<file path="src/rtl/scc_pkg.sv">
// Shared definitions for the SCC serial channel: character-length encodings,
// transmitter states and the baud/parity helper functions.
package scc_pkg;

  localparam logic [1:0] BITS_5 = 2'b00;
  localparam logic [1:0] BITS_7 = 2'b01;
  localparam logic [1:0] BITS_6 = 2'b10;
  localparam logic [1:0] BITS_8 = 2'b11;

  typedef enum logic [2:0] {
    ST_IDLE   = 3'd0,
    ST_START  = 3'd1,
    ST_DATA   = 3'd2,
    ST_PARITY = 3'd3,
    ST_STOP   = 3'd4
  } tx_state_e;

  // One bit lasts the reload value plus the zero tick: 2*TC+4 = 2*(TC+2) ticks.
  function automatic logic [31:0] baud_reload(input logic [31:0] tc);
    return (tc << 1) + 32'd3;
  endfunction

  function automatic logic [3:0] bits_num(input logic [1:0] sel);
    logic [3:0] n;
    case (sel)
      BITS_5:  n = 4'd5;
      BITS_6:  n = 4'd6;
      BITS_7:  n = 4'd7;
      default: n = 4'd8;
    endcase
    return n;
  endfunction

  function automatic logic [7:0] data_mask(input logic [7:0] d, input logic [1:0] sel);
    logic [7:0] m;
    case (sel)
      BITS_5:  m = 8'h1F;
      BITS_6:  m = 8'h3F;
      BITS_7:  m = 8'h7F;
      default: m = 8'hFF;
    endcase
    return d & m;
  endfunction

  // Even parity is the XOR of the character bits; odd parity is its inverse.
  function automatic logic parity_bit(input logic [7:0] d, input logic [1:0] sel,
                                      input logic even);
    return (^data_mask(d, sel)) ^ ~even;
  endfunction

endpackage

</file>
<file path="src/rtl/serial_tx_fifo.sv">
// Small synchronous FIFO with registered full/empty flags, shared by the
// SCC transmit path (and later the receive path).
module serial_tx_fifo #(
  parameter int DEPTH = 2,
  parameter int W     = 8
) (
  input  logic         clk,
  input  logic         rst_n,
  input  logic         en,
  input  logic         push,
  input  logic         pop,
  input  logic [W-1:0] wdata,
  output logic [W-1:0] rdata,
  output logic         full,
  output logic         empty
);

  localparam int AW = (DEPTH > 1) ? $clog2(DEPTH) : 1;
  localparam logic [AW:0] FULL_CNT = (AW+1)'(DEPTH);

  logic [W-1:0]  mem_r [DEPTH];
  logic [AW-1:0] wptr_r;
  logic [AW-1:0] rptr_r;
  logic [AW:0]   cnt_r;
  logic [AW:0]   cnt_s;
  logic          full_r;
  logic          empty_r;
  logic          do_push_s;
  logic          do_pop_s;

  assign do_push_s = en & push & ~full_r;
  assign do_pop_s  = en & pop & ~empty_r;
  assign rdata     = mem_r[rptr_r];
  assign full      = full_r;
  assign empty     = empty_r;

  // Occupancy after this tick; a simultaneous push and pop leaves it unchanged.
  always_comb begin
    cnt_s = cnt_r;
    if (do_push_s && !do_pop_s) begin
      cnt_s = cnt_r + 1'b1;
    end else if (do_pop_s && !do_push_s) begin
      cnt_s = cnt_r - 1'b1;
    end else begin
      cnt_s = cnt_r;
    end
  end

  // Storage, pointers and registered flags.
  always_ff @(posedge clk or negedge rst_n) begin
    if (!rst_n) begin
      for (int i = 0; i < DEPTH; i++) begin
        mem_r[i] <= '0;
      end
      wptr_r  <= '0;
      rptr_r  <= '0;
      cnt_r   <= '0;
      full_r  <= 1'b0;
      empty_r <= 1'b1;
    end else if (en) begin
      if (do_push_s) begin
        mem_r[wptr_r] <= wdata;
        wptr_r        <= wptr_r + 1'b1;
      end
      if (do_pop_s) begin
        rptr_r <= rptr_r + 1'b1;
      end
      cnt_r   <= cnt_s;
      full_r  <= (cnt_s == FULL_CNT);
      empty_r <= (cnt_s == '0);
    end
  end

endmodule

</file>
<file path="src/rtl/scc_serial_tx.sv">
// SCC channel A asynchronous transmitter: 2-entry holding FIFO feeding a
// start/data/parity/stop serialiser timed by the baud time constant.
module scc_serial_tx
  import scc_pkg::*;
#(
  parameter int FIFO_DEPTH = 2,
  parameter int TC_W       = 16
) (
  input  logic            clk,
  input  logic            _reset,
  input  logic            cep,
  input  logic            tx_enable,
  input  logic            send_break,
  input  logic [1:0]      bits_sel,
  input  logic            parity_en,
  input  logic            parity_even,
  input  logic            stop2,
  input  logic [TC_W-1:0] time_const,
  input  logic            wr,
  input  logic [7:0]      wdata,
  output logic            full,
  output logic            tx_empty,
  output logic            all_sent,
  output logic            serialOut
);

  localparam int CW = TC_W + 2;

  tx_state_e      state_r, state_s;
  logic [CW-1:0]  baud_r, baud_s;
  logic [CW-1:0]  reload_s;
  logic [7:0]     shift_r, shift_s;
  logic [2:0]     bit_idx_r, bit_idx_s;
  logic [2:0]     last_idx_s;
  logic           stop_idx_r, stop_idx_s;
  logic [1:0]     bits_sel_r, bits_sel_s;
  logic           par_en_r, par_en_s;
  logic           stop2_r, stop2_s;
  logic           par_bit_r, par_bit_s;
  logic           line_r, line_s;
  logic           frame_line_s;
  logic           load_s;
  logic           pop_s;
  logic [7:0]     head_s;
  logic           fifo_full_s;
  logic           fifo_empty_s;

  serial_tx_fifo #(
    .DEPTH (FIFO_DEPTH),
    .W     (8)
  ) u_fifo (
    .clk   (clk),
    .rst_n (_reset),
    .en    (cep),
    .push  (wr),
    .pop   (pop_s),
    .wdata (wdata),
    .rdata (head_s),
    .full  (fifo_full_s),
    .empty (fifo_empty_s)
  );

  assign reload_s   = CW'(baud_reload(32'(time_const)));
  assign last_idx_s = 3'(bits_num(bits_sel_r) - 4'd1);
  assign full       = fifo_full_s;
  assign tx_empty   = fifo_empty_s;
  assign all_sent   = fifo_empty_s & (state_r == ST_IDLE);
  assign serialOut  = line_r;

  // Framing FSM: next state, baud countdown, shifter and character setup.
  always_comb begin
    state_s    = state_r;
    baud_s     = baud_r;
    shift_s    = shift_r;
    bit_idx_s  = bit_idx_r;
    stop_idx_s = stop_idx_r;
    bits_sel_s = bits_sel_r;
    par_en_s   = par_en_r;
    stop2_s    = stop2_r;
    par_bit_s  = par_bit_r;
    load_s     = 1'b0;
    case (state_r)
      ST_IDLE: begin
        if (tx_enable && !fifo_empty_s && !send_break) begin
          load_s = 1'b1;
        end else begin
          load_s = 1'b0;
        end
      end
      ST_START: begin
        if (baud_r != '0) begin
          baud_s = baud_r - 1'b1;
        end else begin
          baud_s  = reload_s;
          state_s = ST_DATA;
        end
      end
      ST_DATA: begin
        if (baud_r != '0) begin
          baud_s = baud_r - 1'b1;
        end else begin
          baud_s = reload_s;
          if (bit_idx_r == last_idx_s) begin
            state_s = par_en_r ? ST_PARITY : ST_STOP;
          end else begin
            shift_s   = shift_r >> 1;
            bit_idx_s = bit_idx_r + 3'd1;
          end
        end
      end
      ST_PARITY: begin
        if (baud_r != '0) begin
          baud_s = baud_r - 1'b1;
        end else begin
          baud_s  = reload_s;
          state_s = ST_STOP;
        end
      end
      ST_STOP: begin
        if (baud_r != '0) begin
          baud_s = baud_r - 1'b1;
        end else if (stop2_r && !stop_idx_r) begin
          baud_s     = reload_s;
          stop_idx_s = 1'b1;
        end else if (tx_enable && !fifo_empty_s) begin
          load_s = 1'b1;
        end else begin
          state_s = ST_IDLE;
        end
      end
      default: begin
        state_s = ST_IDLE;
      end
    endcase
    // Framing inputs are captured per character so mid-character changes cannot corrupt it.
    if (load_s) begin
      shift_s    = data_mask(head_s, bits_sel);
      bits_sel_s = bits_sel;
      par_en_s   = parity_en;
      stop2_s    = stop2;
      par_bit_s  = parity_bit(head_s, bits_sel, parity_even);
      baud_s     = reload_s;
      bit_idx_s  = 3'd0;
      stop_idx_s = 1'b0;
      state_s    = ST_START;
    end else begin
      state_s = state_s;
    end
  end

  assign pop_s = load_s;

  // Line level follows the state being entered so each level lasts exactly one bit period.
  always_comb begin
    frame_line_s = 1'b1;
    case (state_s)
      ST_IDLE:   frame_line_s = 1'b1;
      ST_START:  frame_line_s = 1'b0;
      ST_DATA:   frame_line_s = shift_s[0];
      ST_PARITY: frame_line_s = par_bit_s;
      ST_STOP:   frame_line_s = 1'b1;
      default:   frame_line_s = 1'b1;
    endcase
    if (send_break) begin
      line_s = 1'b0;
    end else begin
      line_s = frame_line_s;
    end
  end

  // Serialiser state registers; cep gates every update.
  always_ff @(posedge clk or negedge _reset) begin
    if (!_reset) begin
      state_r    <= ST_IDLE;
      baud_r     <= '0;
      shift_r    <= 8'h00;
      bit_idx_r  <= 3'd0;
      stop_idx_r <= 1'b0;
      bits_sel_r <= BITS_8;
      par_en_r   <= 1'b0;
      stop2_r    <= 1'b0;
      par_bit_r  <= 1'b0;
      line_r     <= 1'b1;
    end else if (cep) begin
      state_r    <= state_s;
      baud_r     <= baud_s;
      shift_r    <= shift_s;
      bit_idx_r  <= bit_idx_s;
      stop_idx_r <= stop_idx_s;
      bits_sel_r <= bits_sel_s;
      par_en_r   <= par_en_s;
      stop2_r    <= stop2_s;
      par_bit_r  <= par_bit_s;
      line_r     <= line_s;
    end
  end

endmodule

</file>
<file path="config.mk">
export PLATFORM = sky130hd
export DESIGN_NAME = scc_serial_tx
export DESIGN_NICKNAME = d
export VERILOG_FILES = /design/src/rtl/scc_pkg.sv /design/src/rtl/serial_tx_fifo.sv /design/src/rtl/scc_serial_tx.sv
export SDC_FILE = /design/constraint.sdc
export NUM_CORES = 1
export LEC_CHECK = 0
export BUFFER_PORTS_ARGS = -buffer_cell sky130_fd_sc_hd__buf_2
export CAP_MARGIN = 20
export CELL_PAD_IN_SITES_DETAIL_PLACEMENT = 1
export CELL_PAD_IN_SITES_GLOBAL_PLACEMENT = 2
export CORE_UTILIZATION = 37
export CTS_CLUSTER_SIZE = 10
export DETAILED_ROUTE_END_ITERATION = 7
export HOLD_SLACK_MARGIN = 0.08
export PLACE_DENSITY_LB_ADDON = 0.1
export SLEW_MARGIN = 20
export SYNTH_ARGS = -nofsm -noshare
export SYNTH_HDL_FRONTEND = slang
export SYNTH_HIERARCHICAL = 1
export SYNTH_SLANG_ARGS = --single-unit
</file>
<file path="constraint.sdc">
create_clock -name clk -period 4.1 [get_ports clk]
set_input_delay 0.82 -clock clk [delete_from_list [all_inputs] [get_ports clk]]
set_output_delay 0.82 -clock clk [all_outputs]
set_load 0.02 [all_outputs]
</file>
## Word level (Yosys, flattened, before mapping)

Cells that the tools add are included.

| storage, ports and cells | value |
|---|---|
| input bits | 35 |
| flip-flop bits (word level) | 61 |
| logic and storage cells | 131 |
| output and inout port bits | 4 |

| operators by class | value |
|---|---|
| $lt $le $gt $ge | 3 |
| $add $sub $neg | 8 |
| equality and inequality tests | 16 |
| bitwise gates (word level) | 12 |
| mux-type cells | 46 |
| reductions and logical operators | 28 |

Operators by type and width:

| operator | number |
|---|---|
| $mux W18 | 4 |
| $mux W8 | 9 |
| $mux W3 | 13 |
| $pmux W18 S2 | 1 |
| $pmux W8 S3 | 1 |
| $add A17 B2 Y18 const B | 1 |
| $reduce_bool A18 Y1 | 1 |
| $sub A18 B1 Y18 const B | 1 |
| $bwmux W16 | 1 |
| $pmux W3 S5 | 1 |
| $eq A3 B2 Y1 const B | 4 |
| $mux W1 | 10 |
| $pmux W3 S3 | 1 |
| $and A8 B8 Y8 | 1 |
| $demux W8 S1 | 1 |
| $reduce_and A4 Y1 | 2 |
| $reduce_xor A8 Y1 | 1 |
| $eq A2 B2 Y1 const B | 3 |
| $eq A3 B1 Y1 const B | 2 |
| $logic_and A1 B1 Y1 | 6 |
| $logic_not A2 Y1 | 3 |
| $reduce_and A2 Y1 | 3 |
| $reduce_bool A2 Y1 | 3 |
| $and A1 B1 Y1 | 5 |
| 23 further kinds | 35 |

## Logic depth before layout (Yosys ltp)

| depth | value |
|---|---|
| depth in word-level cells | 13 |
| depth in mapped cells | 10 |
| gate-level depth less buffers | 10 |

## Hierarchy

Netlist, hierarchy kept.

Modules (own cells, without submodules):

| module | sequential area each (sq um) | area each (sq um) | cells each | instances |
|---|---|---|---|---|
| scc_serial_tx | 979.7 | 2,692.6 | 316 | 1 |
| serial_tx_fifo | 551.8 | 1,107.3 | 86 | 1 |

## Worst setup path after synthesis

No wires, ideal clock.

| path | value |
|---|---|
| path type | input-to-reg |
| start | input tx_enable |
| end | register u_fifo.empty_r, in the netlist u_fifo/empty |
| setup time | 0.081 ns |
| stages on the path | 8 |
| path buffers | 0 |
| arrival | 2.974 ns |
| path slack | 1.044 ns |
| data required time | 4.019 ns |
| path through | nor2b_1 -> nor4bb_1 -> a41oi_4 -> clkinv_2 -> nand2b_4 -> mux2_2 -> or4_1 -> o211ai_1 |

| between the ends | value |
|---|---|
| cells in the longest elaborated chain, start to end | 11 |
| elaborated cells on any way between the ends | 15 |
| classes of those cells | mux (7); bitwise (2); reduce/logical (6) |

Ends and longest elaborated chain:

| element | RTL line | source |
|---|---|---|
| from (decl) | scc_serial_tx.sv:12 | `input logic tx_enable,` |
| $logic_and A1 B1 Y1 * | scc_serial_tx.sv:84, scc_serial_tx.sv:125 |  |
| $mux W1 | scc_serial_tx.sv:125 | `end else if (tx_enable && !fifo_empty_s) begin` |
| $mux W1 | scc_serial_tx.sv:122 | `end else if (stop2_r && !stop_idx_r) begin` |
| $mux W1 | scc_serial_tx.sv:120 | `if (baud_r != '0) begin` |
| $pmux W1 S2 * | scc_serial_tx.sv:82 | `case (state_r)` |
| via load_s | scc_serial_tx.sv:42 | `logic load_s;` |
| $and A1 B1 Y1 * (2 in a row) | serial_tx_fifo.sv:32 | `assign do_pop_s = en & pop & ~empty_r;` |
| $logic_and A1 B1 Y1 / $logic_not A1 Y1 (equally long branches) | serial_tx_fifo.sv:42, serial_tx_fifo.sv:40 |  |
| $mux W2 / $logic_and A1 B1 Y1 (equally long branches) | serial_tx_fifo.sv:42, serial_tx_fifo.sv:40 |  |
| $mux W2 * | serial_tx_fifo.sv:40 | `if (do_push_s && !do_pop_s) begin` |
| $logic_not A2 Y1 * | serial_tx_fifo.sv:70 | `empty_r <= (cnt_s == '0);` |
| to (signal assigned) | serial_tx_fifo.sv:70 |  |
| to (decl) | serial_tx_fifo.sv:27 | `logic empty_r;` |

The timed path passes the listed nets; every way through them passes the cells marked *.
A chain may end at the register's enable or synchronous reset.

## Worst setup path in the final report

| path | value |
|---|---|
| start | register baud_r[0] |
| end | register u_fifo.empty_r, in the netlist u_fifo/empty |

| between the ends | value |
|---|---|
| cells in the longest elaborated chain, start to end | 9 |
| elaborated cells on any way between the ends | 11 |
| classes of those cells | mux (4); bitwise (2); reduce/logical (5) |

Ends and longest elaborated chain:

| element | RTL line | source |
|---|---|---|
| from (decl) | scc_serial_tx.sv:30 | `logic [CW-1:0] baud_r, baud_s;` |
| from (signal assigned) | scc_serial_tx.sv:186 | `baud_r <= baud_s;` |
| $reduce_bool A18 Y1 * | scc_serial_tx.sv:120 |  |
| $mux W1 * | scc_serial_tx.sv:120 |  |
| $pmux W1 S2 * | scc_serial_tx.sv:82 |  |
| via load_s | scc_serial_tx.sv:42 |  |
| $and A1 B1 Y1 * (2 in a row) | serial_tx_fifo.sv:32 |  |
| $logic_and A1 B1 Y1 / $logic_not A1 Y1 (equally long branches) | serial_tx_fifo.sv:42, serial_tx_fifo.sv:40 |  |
| $mux W2 / $logic_and A1 B1 Y1 (equally long branches) | serial_tx_fifo.sv:42, serial_tx_fifo.sv:40 |  |
| $mux W2 * | serial_tx_fifo.sv:40 |  |
| $logic_not A2 Y1 * | serial_tx_fifo.sv:70 |  |

Marked as above.

==> impl_results.md <==
- Post-synthesis mux area share: 10.3%
- VDD IR max: 0.334 mV
- H-tree depth reported by CTS: 3
- Power per cell area: 653 nW/um^2
- Syn_nets: 440
- Compound-Gate Fraction of Synth Area: 18.2%
- Measured slew at the worst slew-check pin: 0.815 ns
- Ant diodes: 0
- Fin nets: 481
- Post-Route WL: 9.85 mm
- Rel. slew slack: 45.6%
- CP Class: flop to flop
- Final GP Congestion: 0.757
- DR vias/cell: 5.49
- Req. time, crit path: 4.38 ns
- Total of max-cap violations: 0
- Post-CTS Setup Inserts: 0
- Row count: 36
- Clock slew at the register clock pins of the worst setup and hold paths: 0.08 ns
- Vias in the first global route: 3314
- Syn_area_per_cell: 9.45 sq um
- Synth top area share: 37.5%
- Post_cts resized: 0
- RSZ-0062 raised after global routing: no
- Adder-Cell Fraction of Synth Area: 0.988%
- Predominant post-synthesis flop cell: dfrtp_1
- First-pass GRT wire length: 16.6 mm
- Critical path arrival: 3.50 ns
- Worst hold path class: flop to flop
- Mapped Cells: 402
- Ys async rst share: 100%
- Worst-path cell chain: inv_1, ha_1, or4b_1, nor4_4, a41oi_4, clkinv_2, nand2b_4, mux2_2, or4_1, o211ai_1
- Post-synth top area cell: dfrtp_1
- Die area: 10700 sq um
- Global-route usage over all layers: 20.5%
- Post-Synth XOR/XNOR Area: 6.22%
- Slowest stage delay, CP: 0.54 ns
- Final Cycle Share: 78.6%
- Share of layout cells above drive strength 1: 25.0%
- Top cells by area, synth: dfrtp_1, mux2_2, o21ai_0
- Fillers: 1166
- Skew final: 0.00983 ns
- Yosys reg bits: 61
- GRT overflow: 0
- Clock sinks: 61
- Synth Cell Area: 3800 sq um
- Main combinational cell family by area after synthesis: simple AND/OR/NAND/NOR gates
- Static Leak: 0.00185 uW
- Final hold violation count: 0
- Top delay family on crit path: simple AND/OR/NAND/NOR gates
- Clock Root Buffer: clkbuf_8
- Worst-path fanout max: 13
- Crit. End Element: flop
- Post-synth EDFFs: 0
- DP HPWL: 7.18 mm
- Sequential area share after synthesis: 40.3%
- Status: finished, final reports clean
- Yosys cell types: 66
- Pin count of the biggest net entering global routing: 34
- Die Y: 103 microns
- Routed len/inst: 16.9 microns
- Worst-skew pair later-pin latency: 0.36 ns
- Initial core utilization: 38.5%
- Pre-CTS setup slack: 0.893 ns
- Number of buffers added on ports: 38
- I/O pins: 39
- Initial antenna violation count: 0
- # DRC: 0
- Count leader, synth: dfrtp_1
- Initial DRT Pass Iterations: 4
- Critical path buffers and inverters: 2
- CP Launch Type: flop
- Inserted Clock Buffers: 9
- Die width: 103 microns
- Area growth, synth to finish: 14.1%
- Count of final setup violators: 0
- Crit-path slowest cell: or4b_1
- Routed Antenna Nets: 0
- Simple-gate share of the synthesized area: 20.3%
- Setup TNS: 0 ns
- Starting DRT DRC Count: 74
- Synth top cells by count: dfrtp_1, o21ai_0, nand2_1
- Core area: 9860 sq um
- Via count: 3190
- Final Max Tran Viols: 0
- Clock buffer depth: 2
- Worst setup margin: 0.878 ns
- Post-CTS Hold Buffers: 0
- CTS tree: yes
- F_max: 0.310 GHz
- Crit path time final: 3.22 ns
- Yosys warns: 6
[through the flow]
step           util [%]  cell area (sq um)  hold slack [ns]  power (uW)  cells
6_report           43.9               4330            0.494        2830    581
2_1_floorplan         -               3800            0.445        2000    402
4_1_cts            43.9               4330            0.492        2870    581
3_3_place_gp       41.8               4120            0.470        2240    565
5_1_grt            43.9               4330            0.522        3060    581
3_5_place_dp       41.8               4120            0.473        2280    565
[cells in the final DEF, fill, tap and decap left out, types with 4 or more instances in the layout]
cell type,instances
dfrtp_1,57
buf_2,38
o21ai_0,36
nand2_1,34
nor2_1,27
a21oi_1,25
mux2_2,25
xnor2_1,19
nand3_1,15
inv_1,13
nor3_1,11
clkbuf_8,9
xor2_1,8
o22ai_1,8
and3_1,7
a22o_1,7
nand2b_1,6
nor4_1,6
buf_4,6
or4_1,5
or3_1,5
o2bb2ai_1,4
a31oi_1,4
mux2_4,4
mux2i_1,4
dfstp_2,4
[final timing paths]
check                           depth (start not counted)  slack (ns)  startpoint           end
worst min-delay path                                    2        0.49  shift_r[7]    shift_r[7]
worst max register to register                         10        0.88   baud_r[0]  u_fifo/empty
worst max-delay path                                   10        0.88   baud_r[0]  u_fifo/empty
min in group asynchronous                               1        0.51      _reset   u_fifo/full
worst min register to register                          2        0.49  shift_r[7]    shift_r[7]
max in group asynchronous                               2        2.69      _reset     baud_r[3]
[worst register-to-register path: cells and delay by family, from the launching register on]
kind / cells / cell delay (ns)
mux: 1 / 0.26
compound gates: 2 / 0.40
fa+ha+maj: 1 / 0.24
buf+inv: 2 / 0.38
flops: 1 / 0.38
simple gates: 4 / 1.50
[sequential cells by signal, summed over array words and instances, names as in the netlist]
register	count
baud_r	18
u_fifo/mem_r	16
shift_r	8
bit_idx_r	3
state_r	3
bits_sel_r	2
u_fifo/cnt_r	2
par_bit_r	1
par_en_r	1
serialOut	1
stop2_r	1
stop_idx_r	1
u_fifo/empty	1
u_fifo/full	1
u_fifo/rptr_r	1
u_fifo/wptr_r	1
[area by class of cell]
cell class	count	area, sq um	share of cell area (%)
tap	133	166	3.84
sequential	61	1530	35.3
multi-input combinational	312	2140	49.4
timing repair buffer	44	235	5.43
inverter	15	57.6	1.33
clock inverter	7	80.1	1.85
clock buffer	9	124	2.86
[report_power, final]
| part | switching (uW) | internal (uW) |
|---|---|---|
| Combinational | 564 | 564 |
| Sequential | 261 | 878 |
| Clock | 276 | 288 |
| Total | 1100 | 1730 |
[cells by family (layout without fill, tap and decap cells)]
family	Yosys count	after routing
and+or+nand+nor	140	140
DFF	61	61
AOI/OAI and AO/OA	108	108
adders and majority gates	3	3
xor gates and xnor gates	27	27
buffers and inverters	29	75
muxes	34	34
[per-layer routing]
layer  up-vias  share of wire (%)  global-route usage (%)
li1       1555                  -                       -
met1      1600                 49                    27.7
met2        28                 48                    33.0
met3         7                2.0                    4.64
met4         0               0.91                    5.74
met5         -                  0                       0
(Power assumes the default switching activity.)
